==> src/rtl/nibble_in_port.sv <==
// nibble_in_port: synchronises an asynchronous input bus into clk, detects
// value changes once the synchroniser has settled, and queues each new
// value in a show-ahead FIFO. The FIFO is drained through a valid/enable
// read interface.
module nibble_in_port #(
    parameter int WIDTH       = 4,
    parameter int DEPTH       = 4,
    parameter int SYNC_STAGES = 2
) (
    input  logic                       clk,
    input  logic                       rst,
    input  logic [WIDTH-1:0]           data_in,
    input  logic                       rd_en,
    output logic [WIDTH-1:0]           rd_data,
    output logic                       rd_valid,
    output logic [WIDTH-1:0]           level,
    output logic [$clog2(DEPTH+1)-1:0] count,
    output logic                       overflow,
    input  logic                       clr_overflow
);

    localparam int PW = $clog2(DEPTH);
    localparam int CW = $clog2(DEPTH + 1);
    localparam int KW = $clog2(SYNC_STAGES + 1);

    typedef enum logic {
        PRIME = 1'b0,
        RUN   = 1'b1
    } state_t;

    state_t           state, next_state;
    logic [WIDTH-1:0] sync_q [SYNC_STAGES];
    logic [WIDTH-1:0] sv;
    logic [KW-1:0]    prime_cnt;
    logic [WIDTH-1:0] mem [DEPTH];
    logic [PW-1:0]    wr_ptr, rd_ptr;
    logic             prime_last, change, full, do_pop, do_push, drop;

    assign sv       = sync_q[SYNC_STAGES-1];
    assign rd_valid = (count != '0);
    assign full     = (count == CW'(DEPTH));
    assign rd_data  = rd_valid ? mem[rd_ptr] : '0;

    // Synchroniser chain: shifts data_in through SYNC_STAGES flops.
    always_ff @(posedge clk) begin
        // NOTE: non-blocking assignments let every stage sample the previous
        // stage's old value, so the chain really shifts by one per edge.
        if (rst) begin
            for (int i = 0; i < SYNC_STAGES; i++) sync_q[i] <= '0;
        end else begin
            sync_q[0] <= data_in;
            for (int i = 1; i < SYNC_STAGES; i++) sync_q[i] <= sync_q[i-1];
        end
    end

    // State register.
    always_ff @(posedge clk) begin
        if (rst) state <= PRIME;
        else     state <= next_state;
    end

    // Next-state and per-edge control: priming end, change detect, push/pop.
    always_comb begin
        // NOTE: every output gets a default first so no path infers a latch.
        next_state = state;
        prime_last = 1'b0;
        change     = 1'b0;
        case (state)
            PRIME: begin
                if (prime_cnt == KW'(SYNC_STAGES)) begin
                    prime_last = 1'b1;
                    next_state = RUN;
                end
            end
            RUN: change = (sv != level);
            default: next_state = PRIME;
        endcase
        do_pop  = rd_en && rd_valid;
        do_push = change && (!full || do_pop);
        drop    = change && full && !do_pop;
    end

    // Priming counter: counts edges until the synchroniser holds real data.
    always_ff @(posedge clk) begin
        if (rst)                              prime_cnt <= '0;
        else if (state == PRIME && !prime_last) prime_cnt <= prime_cnt + KW'(1);
    end

    // Baseline value: captured at the end of PRIME, then tracks each change
    // (also when the change is dropped, so it is not re-detected).
    always_ff @(posedge clk) begin
        if (rst)                      level <= '0;
        else if (prime_last || change) level <= sv;
    end

    // FIFO pointers and occupancy.
    always_ff @(posedge clk) begin
        if (rst) begin
            wr_ptr <= '0;
            rd_ptr <= '0;
            count  <= '0;
        end else begin
            if (do_push) wr_ptr <= wr_ptr + PW'(1);
            if (do_pop)  rd_ptr <= rd_ptr + PW'(1);
            case ({do_push, do_pop})
                2'b10:   count <= count + CW'(1);
                2'b01:   count <= count - CW'(1);
                default: count <= count;
            endcase
        end
    end

    // FIFO storage write.
    always_ff @(posedge clk) begin
        // NOTE: storage is deliberately not reset; entries are only visible
        // through rd_data while rd_valid=1, and the pointers are reset.
        if (do_push) mem[wr_ptr] <= sv;
    end

    // Sticky overflow flag; a drop on the same edge beats a clear.
    always_ff @(posedge clk) begin
        if (rst)               overflow <= 1'b0;
        else if (drop)         overflow <= 1'b1;
        else if (clr_overflow) overflow <= 1'b0;
    end

endmodule

==> config.mk <==
export PLATFORM = sky130hd
export DESIGN_NAME = nibble_in_port
export DESIGN_NICKNAME = d
export VERILOG_FILES = /design/src/rtl/nibble_in_port.sv
export SDC_FILE = /design/constraint.sdc
export NUM_CORES = 1
export LEC_CHECK = 0
export CAP_MARGIN = 5
export CORE_ASPECT_RATIO = 1.25
export CORE_UTILIZATION = 35
export DETAILED_ROUTE_END_ITERATION = 10
export SLEW_MARGIN = 20
export SYNTH_ARGS = -nofsm -noshare
export SYNTH_HDL_FRONTEND = slang
export SYNTH_SLANG_ARGS = --single-unit
==> constraint.sdc <==
create_clock -name clk -period 2.25 [get_ports clk]
set_input_delay 0.45 -clock clk [delete_from_list [all_inputs] [get_ports clk]]
set_output_delay 0.45 -clock clk [all_outputs]
set_load 0.03 [all_outputs]
==> flow_metrics.tcl, run 1 <==
set metrics [dict create \
    status "completed" \
    place_ws_ps 80.7 \
    overflow 0 \
    timing.fmax_mhz 472 \
    ant_nets 0 \
    drcViolationCount 0 \
    firstDrtPassIters 4 \
    first_global_vias 988 \
    timing.final.ws_setup_ps 129 \
    vias 995 \
    numCtsBuffers 5 \
    synth_warnings 0 \
    synth_cell_types 27 \
    relSlewSlack 0.658 \
    final-seq-area_um2 982 \
    grt_max_degree 18 \
    row_count 27 \
    grt_pass1_wl_um 4170 \
    multi_input_area_um2 633 \
    die-width_um 63.2 \
    hold_class "register to register" \
    synth.cell_area_um2 1640 \
    yosysSeqAreaShare 0.598 \
    endpoint_kind "primary output" \
    required_ps 1800 \
    dp_hpwl_um 1910 \
    nets 172 \
    grt_setup_unrepaired "false" \
    dieArea_um2 4970 \
    io_buffers 20 \
    num_antenna_cells 0 \
    p_per_area_nw_per_um2 1130 \
    maxCapViolCount 0 \
    post_cts_buffers 0 \
    setup-violations-final 0 \
    finalWirelength_um 2480 \
    path_class "register to primary output" \
    area_growth_pct 25.9 \
    p_leak_nw 0.775 \
    dp.cells 209 \
    r2r_setup_slack_ps 230 \
    utilization 0.463 \
    path_max_fanout 4 \
    total_power_mw 2.32 \
    final_area_um2 2060 \
    clockBufferDepth 2 \
    avgRoutedWirePerCell_um 11.4 \
    period_share 0.942 \
    finalSetupTns_ps 0 \
    vias_per_cell 4.59 \
    fp.dieH_um 78.5 \
    dpl_cell_area_um2 1950 \
    cp_data_arrival_time_ps 1670 \
    hold_viol_final 0 \
    fin_cells 217 \
    postCtsHoldBufs 0 \
    nFillCells 432 \
    synthCells 127 \
    core-area_um2 4460 \
    cts_sinks 41 \
    antenna_found_initial 0 \
    drive_above_1_share 0.145 \
    htreeDepth 2 \
    critPathLaunchType "register" \
    worst_pin_slew_ps 512 \
    cts_root_buf "clkbuf_8" \
    hold-worst-slack_ps 441 \
    syn_area_per_cell_um2 12.9 \
    io_pins 21 \
    finalCriticalPeriod_ps 2120 \
    start_util 0.368 \
    gp_congestion 0.684 \
    clkTransAtPathRegs_ps 70 \
    insertion_delay_ps 280 \
    vdd_drop_max_v 0.000475 \
    drt_first_iter_violations 16 \
    cts_tree "built" \
    synth-seq-cells 41 \
    syn_nets 141 \
    fin_skew_ps 3.43 \
    grt_use_total 0.111 \
    slew_violations 0 \
]
==> cell type report <==
| type | count | area share |
|---|---|---|
| clock inverters | 3 | 0.0200 |
| repair buffers | 27 | 0.120 |
| flip-flops and latches | 41 | 0.476 |
| clock buffers | 5 | 0.0333 |
| multi-input cells | 78 | 0.307 |
| inverters | 5 | 0.00909 |
| well taps | 58 | 0.0352 |
==> where the power goes <==
part / switching (mW) / internal, mW
sequential: 0.0756 / 0.860
combinational: 0.446 / 0.380
clock: 0.236 / 0.326
==> kinds of logic (layout without fill, tap and decap cells) <==
kind of cell,count (synthesis),after routing,synth area share
mux,8,8,0.0801
buf+inv,8,40,0.0229
compound gates,15,15,0.0618
fa+ha+maj,6,6,0.0503
flops,41,41,0.598
xor+xnor,8,8,0.0427
simple gates,41,41,0.144
==> cells in the final DEF, fill, tap and decap left out <==
master,count
dfxtp_1,24
clkdlybuf4s50_1,16
edfxtp_1,16
nor2b_1,14
nor2_1,13
buf_4,7
a21oi_1,6
inv_1,5
o21ai_0,5
ha_1,5
clkbuf_8,5
mux4_2,4
xor2_1,4
and2_1,4
nand2_1,4
xnor2_1,4
dlygate4sd2_1,4
mux2i_1,3
nor3_4,1
nor4b_4,1
o41a_1,1
nor2b_4,1
o31ai_4,1
a211oi_1,1
nor3_1,1
a31oi_1,1
mux2_1,1
or3_1,1
nand2b_1,1
fa_1,1
dfxtp_2,1
clkinvlp_4,1
bufinv_16,1
clkinv_1,1
==> what timing repair did <==
| action | CTS | global route |
|---|---|---|
| endpoints found under the hold margin | 0 | 0 |
| endpoints found under the setup margin | 5 | 1 |
| cloned | 0 | 0 |
| resized for setup | 6 | 1 |
==> registers in the layout (all words and copies together) (netlist names), 2 cells and up, named ones only <==
name / count
count: 3
prime_cnt: 2
rd_ptr: 2
level: 4
mem: 16
wr_ptr: 2
sync_q: 8
==> final timing paths <==
kind | start | endpoint | depth (start not counted)
setup / recovery | register | rd_data[2] | 3
hold / removal | sync_q[0][1]$_SDFF_PP0_ | sync_q[0][5]$_SDFF_PP0_ | 1
setup reg to reg | sync_q[0][5]$_SDFF_PP0_ | count[2]$_SDFFE_PP0P_ | 7
hold reg to reg | sync_q[0][1]$_SDFF_PP0_ | sync_q[0][5]$_SDFF_PP0_ | 1
==> metal layers <==
layer  track usage  wire, um
met5             0         0
met4        0.0682        60
met3        0.0262        82
met2         0.195      1270
met1         0.120      1070
==> critical path, stage by stage, from the launching register on <==
cell and delay, ps:
dfxtp_2 400, mux4_2 500, nor2b_1 140, dlygate4sd2_1 360
==> synthesized netlist by cell type <==
library cell  number  area share
clkbuf_1           2      0.0046
mux2i_1            3       0.018
o31ai_4            1       0.013
nor2_1            13       0.030
nor2b_1           14       0.053
a31oi_1            1      0.0038
nand2b_1           1      0.0038
inv_1              5       0.011
nand2_1            4      0.0092
xor2_1             4       0.021
fa_1               1       0.012
mux2_1             1      0.0069
nor3_1             2      0.0061
o41a_1             1      0.0069
buf_6              1      0.0069
nor4b_4            1       0.014
nor2b_4            1      0.0084
ha_1               5       0.038
mux4_2             4       0.055
a21oi_1            6       0.018
o21ai_0            5       0.015
xnor2_1            4       0.021
dfxtp_1           25        0.31
a211oi_1           1      0.0046
or3_1              1      0.0038
and2_1             4       0.015
edfxtp_1          16        0.29
No activity file was read; power rests on OpenSTA's default activity.
==> inputs of run 2 (changes only) <==
- ABC_AREA: unset -> 1
==> run 2 against run 1 <==
Against the previous run: total power increased by 5.5%; critical path type unchanged; sequential cell count unchanged; clock skew increased by 0.53 ps; synthesized area increased by 4.3%; non-clock buffer count decreased by 6; final area increased by 0.12%; critical endpoint is now rd_valid.
==> flow_metrics.tcl, run 2 <==
set metrics [dict create \
    status "completed" \
    synth_edf_count 16 \
    multi_input_area_um2 584 \
    path_class "register to primary output" \
    worst-path-stages 3 \
    core-area_um2 4730 \
    yosysSeqAreaShare 0.574 \
    dp_hpwl_um 2040 \
    fin_skew_ps 3.95 \
    yosysTopAreaCell "dfxtp_1" \
    avgRoutedWirePerCell_um 9.74 \
    hold_viol_final 0 \
    antenna_found_initial 0 \
    vdd_drop_max_v 0.000523 \
    critPathLaunchType "register" \
    nFillCells 473 \
    synth_commonest_cells "nor2_1, inv_1, dfxtp_1" \
    fp.dieH_um 80.2 \
    insertion_delay_ps 290 \
    cp_data_arrival_time_ps 1580 \
    row_count 28 \
    clockBufferDepth 2 \
    grt_max_degree 13 \
    async_flop_share 0 \
    firstDrtPassIters 4 \
    synthCells 192 \
    nets 231 \
    path_delay_family "buffers and inverters" \
    synth-seq-cells 41 \
    path_max_fanout 5 \
    worst_pin_slew_ps 350 \
    dp.cells 270 \
    critical_path_buf_inv_count 1 \
    clkTransAtPathRegs_ps 70 \
    endpoint_kind "primary output" \
    io_buffers 20 \
    syn_area_per_cell_um2 8.91 \
    synth.cell_area_um2 1710 \
    maxCapViolCount 0 \
    final-seq-area_um2 982 \
    slew_violations 0 \
    finalWirelength_um 2710 \
    setup-violations-final 0 \
    yosysMostFrequentCell "nor2_1" \
    num_antenna_cells 0 \
    drive_above_1_share 0.110 \
    start_util 0.362 \
    first_global_vias 1014 \
    p_per_area_nw_per_um2 1190 \
    synth_cell_types 21 \
    mostFrequentLayoutCells "nor2_1, inv_1, dfxtp_1" \
    grt_pass1_wl_um 4540 \
    required_ps 1800 \
    io_pins 21 \
    r2r_cells 12 \
    syn_nets 206 \
    drt_first_iter_violations 34 \
    finalSetupTns_ps 0 \
    gp_congestion 0.754 \
    ant_nets 0 \
    hold_class "register to register" \
    die-width_um 64.5 \
    post_cts_buffers 0 \
    critical-path-slowest-cell "clkdlybuf4s50_1" \
    finalCriticalPeriod_ps 2030 \
    crit_chain "nor2_2 -> nand2_2 -> clkdlybuf4s50_1" \
    max_stage_delay_ps 670 \
    relSlewSlack 0.766 \
    grt_setup_unrepaired "false" \
    dieArea_um2 5170 \
    htreeDepth 2 \
    ys.flop_type "dfxtp_1" \
    overflow 0 \
    grt_use_total 0.120 \
    numCtsBuffers 5 \
    top_register "mem" \
    synth_top_area_share 0.293 \
    postCtsHoldBufs 0 \
    period_share 0.904 \
    vias_per_cell 4.33 \
    mostFrequentLayoutCell "nor2_1" \
    largest_register_ff_count 16 \
    p_leak_nw 0.853 \
    cts_tree "built" \
    area_growth_pct 20.8 \
    worstHoldPathCells 2 \
    vias 1203 \
    cts_root_buf "clkbuf_8" \
    drcViolationCount 0 \
    synth_warnings 0 \
    timing.fmax_mhz 492 \
    cts_sinks 41 \
    reg_top3 "mem: 16 flops, sync_q: 8 flops, level: 4 flops" \
    netlist_top_cells_area "dfxtp_1, edfxtp_1, nor2_1" \
    fin_cells 278 \
]
run 2: cell types whose count changed in the layout (fill, tap and decap cells not counted), sizes merged, moves of 6 or more:
cell / before / now
buf: 7 / 1
o21ai: 5 / 18
nand2: 4 / 29
inv: 5 / 35
a21oi: 6 / 18
nor2b: 15 / 0
nor2: 13 / 37
run 2: worst register-to-register path, delay by kind of cell (launching register included):
kind / cells / cell delay (ps)
flip-flops: 1 / 440
AO/OA/AOI/OAI: 1 / 150
AND/OR/NAND/NOR: 8 / 600
buffers and inverters: 2 / 130
adder cells (fa/ha/maj): 1 / 380
run 2: path summary, 6_finish.rpt:
| check | startpoint | endpoint | slack, ps |
|---|---|---|---|
| worst max-delay path | count[0]$_SDFFE_PP0P_ | rd_valid | 220 |
| worst min-delay path | sync_q[0][2]$_SDFF_PP0_ | sync_q[0][6]$_SDFF_PP0_ | 400 |
| worst max register to register | sync_q[0][6]$_SDFF_PP0_ | count[2]$_SDFFE_PP0P_ | 460 |
| worst min register to register | sync_q[0][2]$_SDFF_PP0_ | sync_q[0][6]$_SDFF_PP0_ | 400 |
run 2: metrics by stage:
step	instance area (um2)	power [mW]	setup WS [ps]	hold slack [ps]	utilization
2_1_floorplan	1710	1.71	334	388	-
3_3_place_gp	1980	2.03	268	389	0.419
3_5_place_dp	1980	2.04	217	393	0.419
4_1_cts	2070	2.48	186	403	0.437
5_1_grt	2070	2.64	85.8	421	0.437
6_report	2070	2.45	217	402	0.437
run 2: cell families (layout without fill, tap and decap cells):
| family | Yosys count | in the layout | synth area share |
|---|---|---|---|
| buf+inv | 38 | 64 | 0.0849 |
| compound gates | 36 | 36 | 0.108 |
| simple gates | 71 | 71 | 0.186 |
| flops | 41 | 41 | 0.574 |
| fa+ha+maj | 6 | 6 | 0.0483 |
run 2: routing by layer:
layer,vias to the layer above,track usage,wire [um]
li1,651,-,-
met1,520,0.141,1240
met2,27,0.192,1300
met3,5,0.0384,105
met4,0,0.0667,63
met5,-,0,0
run 2: repair_timing:
item,4_1_cts,5_1_grt
endpoints found under the setup margin,4,0
hold endpoints to repair,0,0
resized for setup,5,0
run 2: power by group:
| part | internal, mW | switching, mW |
|---|---|---|
| logic | 0.354 | 0.622 |
| clock network | 0.243 | 0.230 |
| registers | 0.896 | 0.105 |
run 2: area by class of cell:
type / count / share of cell area
clock buffer: 6 / 0.0400
tap: 60 / 0.0363
multi-input combinational: 113 / 0.283
timing repair buffer: 21 / 0.0981
clock inverter: 2 / 0.00424
inverter: 35 / 0.0636
sequential: 41 / 0.475
==> inputs of run 3 (changes only) <==
- GPL_ROUTABILITY_DRIVEN: unset -> 0
- GPL_TIMING_DRIVEN: unset -> 0
==> run 3 against run 2 <==
Against the previous run: combinational power is 2.2% higher; sequential cell count stayed put; first-iteration DRC count is 24% lower; routed wire length is 4.1% higher; critical path type unchanged; via count hardly changed; setup slack worse by 11 ps; clock power is 1% higher; register-to-register slack hardly changed; non-clock buffer count is 2 higher.
==> flow_metrics.tcl, run 3 (synthesized netlist as in run 2, its figures left out) <==
set metrics [dict create \
    relSlewSlack 0.708 \
    grt_setup_unrepaired "false" \
    max_stage_delay_ps 670 \
    path_max_fanout 5 \
    first_global_vias 1143 \
    cts_root_buf "clkbuf_8" \
    cts_sinks 41 \
    required_ps 1800 \
    start_util 0.362 \
    hold_end "sync_q[0][6]$_SDFF_PP0_" \
    timing.final.ws_setup_ps 206 \
    dieArea_um2 5170 \
    htreeDepth 2 \
    drcViolationCount 0 \
    clkTransAtPathRegs_ps 70 \
    hold_class "register to register" \
    status "completed" \
    maxCapViolCount 0 \
    firstDrtPassIters 4 \
    finalSetupTns_ps 0 \
    min_from "sync_q[0][2]$_SDFF_PP0_" \
    fin_cells 280 \
    fp.dieH_um 80.2 \
    endpoint_kind "primary output" \
    num_antenna_cells 0 \
    io_pins 21 \
    vias 1204 \
    ant_nets 0 \
    mostFrequentLayoutCells "nor2_1, inv_1, dfxtp_1" \
    row_count 28 \
    path_class "register to primary output" \
    r2r_end "count[2]$_SDFFE_PP0P_" \
    top_register "mem" \
    nets 233 \
    overflow 0 \
    slew_violations 0 \
    clockBufferDepth 2 \
    setup-violations-final 0 \
    finalWirelength_um 2820 \
    p_leak_nw 0.858 \
    reg_top3 "mem: 16 flops, sync_q: 8 flops, level: 4 flops" \
    vias_per_cell 4.30 \
    grt_max_degree 13 \
    period_share 0.909 \
    mostFrequentLayoutCell "nor2_1" \
    place_ws_ps 243 \
    cts_tree "built" \
    antenna_found_initial 0 \
    r2r_setup_slack_ps 470 \
    r2r_cells 12 \
    finalCriticalPeriod_ps 2040 \
    final_area_um2 2070 \
    worstHoldPathCells 2 \
    dp.cells 272 \
    insertion_delay_ps 290 \
    io_buffers 20 \
    die-width_um 64.5 \
    largest_register_ff_count 16 \
    dp_hpwl_um 2060 \
    core-area_um2 4730 \
    post_cts_buffers 0 \
    critPathLaunchType "register" \
    total_power_mw 2.46 \
    numCtsBuffers 5 \
    area_growth_pct 21.1 \
    fin_skew_ps 6.96 \
    grt_pass1_wl_um 5100 \
    cp_data_arrival_time_ps 1590 \
    vdd_drop_max_v 0.000517 \
    dpl_cell_area_um2 1990 \
    crit_chain "nor2_2 -> nand2_2 -> clkdlybuf4s50_1" \
    p_per_area_nw_per_um2 1190 \
    drt_first_iter_violations 26 \
    drive_above_1_share 0.109 \
    timing.fmax_mhz 489 \
    avgRoutedWirePerCell_um 10.1 \
    reg2reg_from "sync_q[0][7]$_SDFF_PP0_" \
    worst_pin_slew_ps 438 \
    critical-path-slowest-cell "clkdlybuf4s50_1" \
    grt_use_total 0.131 \
    hold_viol_final 0 \
]
==> run 3: changes by cell type in the layout (fill, tap and decap cells not counted), sizes merged <==
cell	before	now
clkbuf	6	8
==> run 3: what timing repair did <==
| item | in CTS | in global routing |
|---|---|---|
| hold buffers | 0 | 0 |
| endpoints found under the setup margin | 4 | 0 |
| resized for setup | 4 | 0 |
==> run 3: where the power goes <==
group | leakage, nW | internal, mW | switching, mW
clock | 0.0486 | 0.243 | 0.234
combinational | 0.457 | 0.356 | 0.640
sequential | 0.353 | 0.894 | 0.0933
total | 0.858 | 1.49 | 0.968
==> run 3: metal layers <==
| layer | track usage | part of all wire | up-vias |
|---|---|---|---|
| met4 | 0.0600 | 0.023 | 0 |
| met5 | 0 | 0 | - |
| met3 | 0.0341 | 0.039 | 6 |
| met2 | 0.221 | 0.47 | 25 |
| li1 | - | - | 656 |
| met1 | 0.154 | 0.47 | 517 |
==> run 3: critical path: cells and delay by family (launching register included) <==
family	cells	cell delay, ps
simple gates	2	190
buf+inv	1	670
flops	1	450
==> run 3: cell type report <==
class,instances,area (um2)
fillers,460,2660
flip-flops and latches,41,981
multi-input cells,113,584
repair buffers,20,195
inverters,35,131
clock buffers,6,82.6
well taps,60,75.1
plain buffers,3,13.8
clock inverters,2,8.76
==> run 3: how the worst max path moves through the flow <==
stage	from	endpoint	cells past startpoint
after CTS	count[0]$_SDFFE_PP0P_	rd_valid	3
final	count[0]$_SDFFE_PP0P_	rd_valid	3
after floorplan	count[0]$_SDFFE_PP0P_	rd_data[0]	4
after global placement	rd_en	count[2]$_SDFFE_PP0P_	10
after global routing	register	rd_data[1]	5
after detailed placement	rd_en	count[2]$_SDFFE_PP0P_	10
==> run 3: through the flow <==
step	hold slack, ps	util
6_report	405	0.438
3_3_place_gp	389	0.420
3_5_place_dp	396	0.420
5_1_grt	427	0.438
2_1_floorplan	388	-
4_1_cts	406	0.438
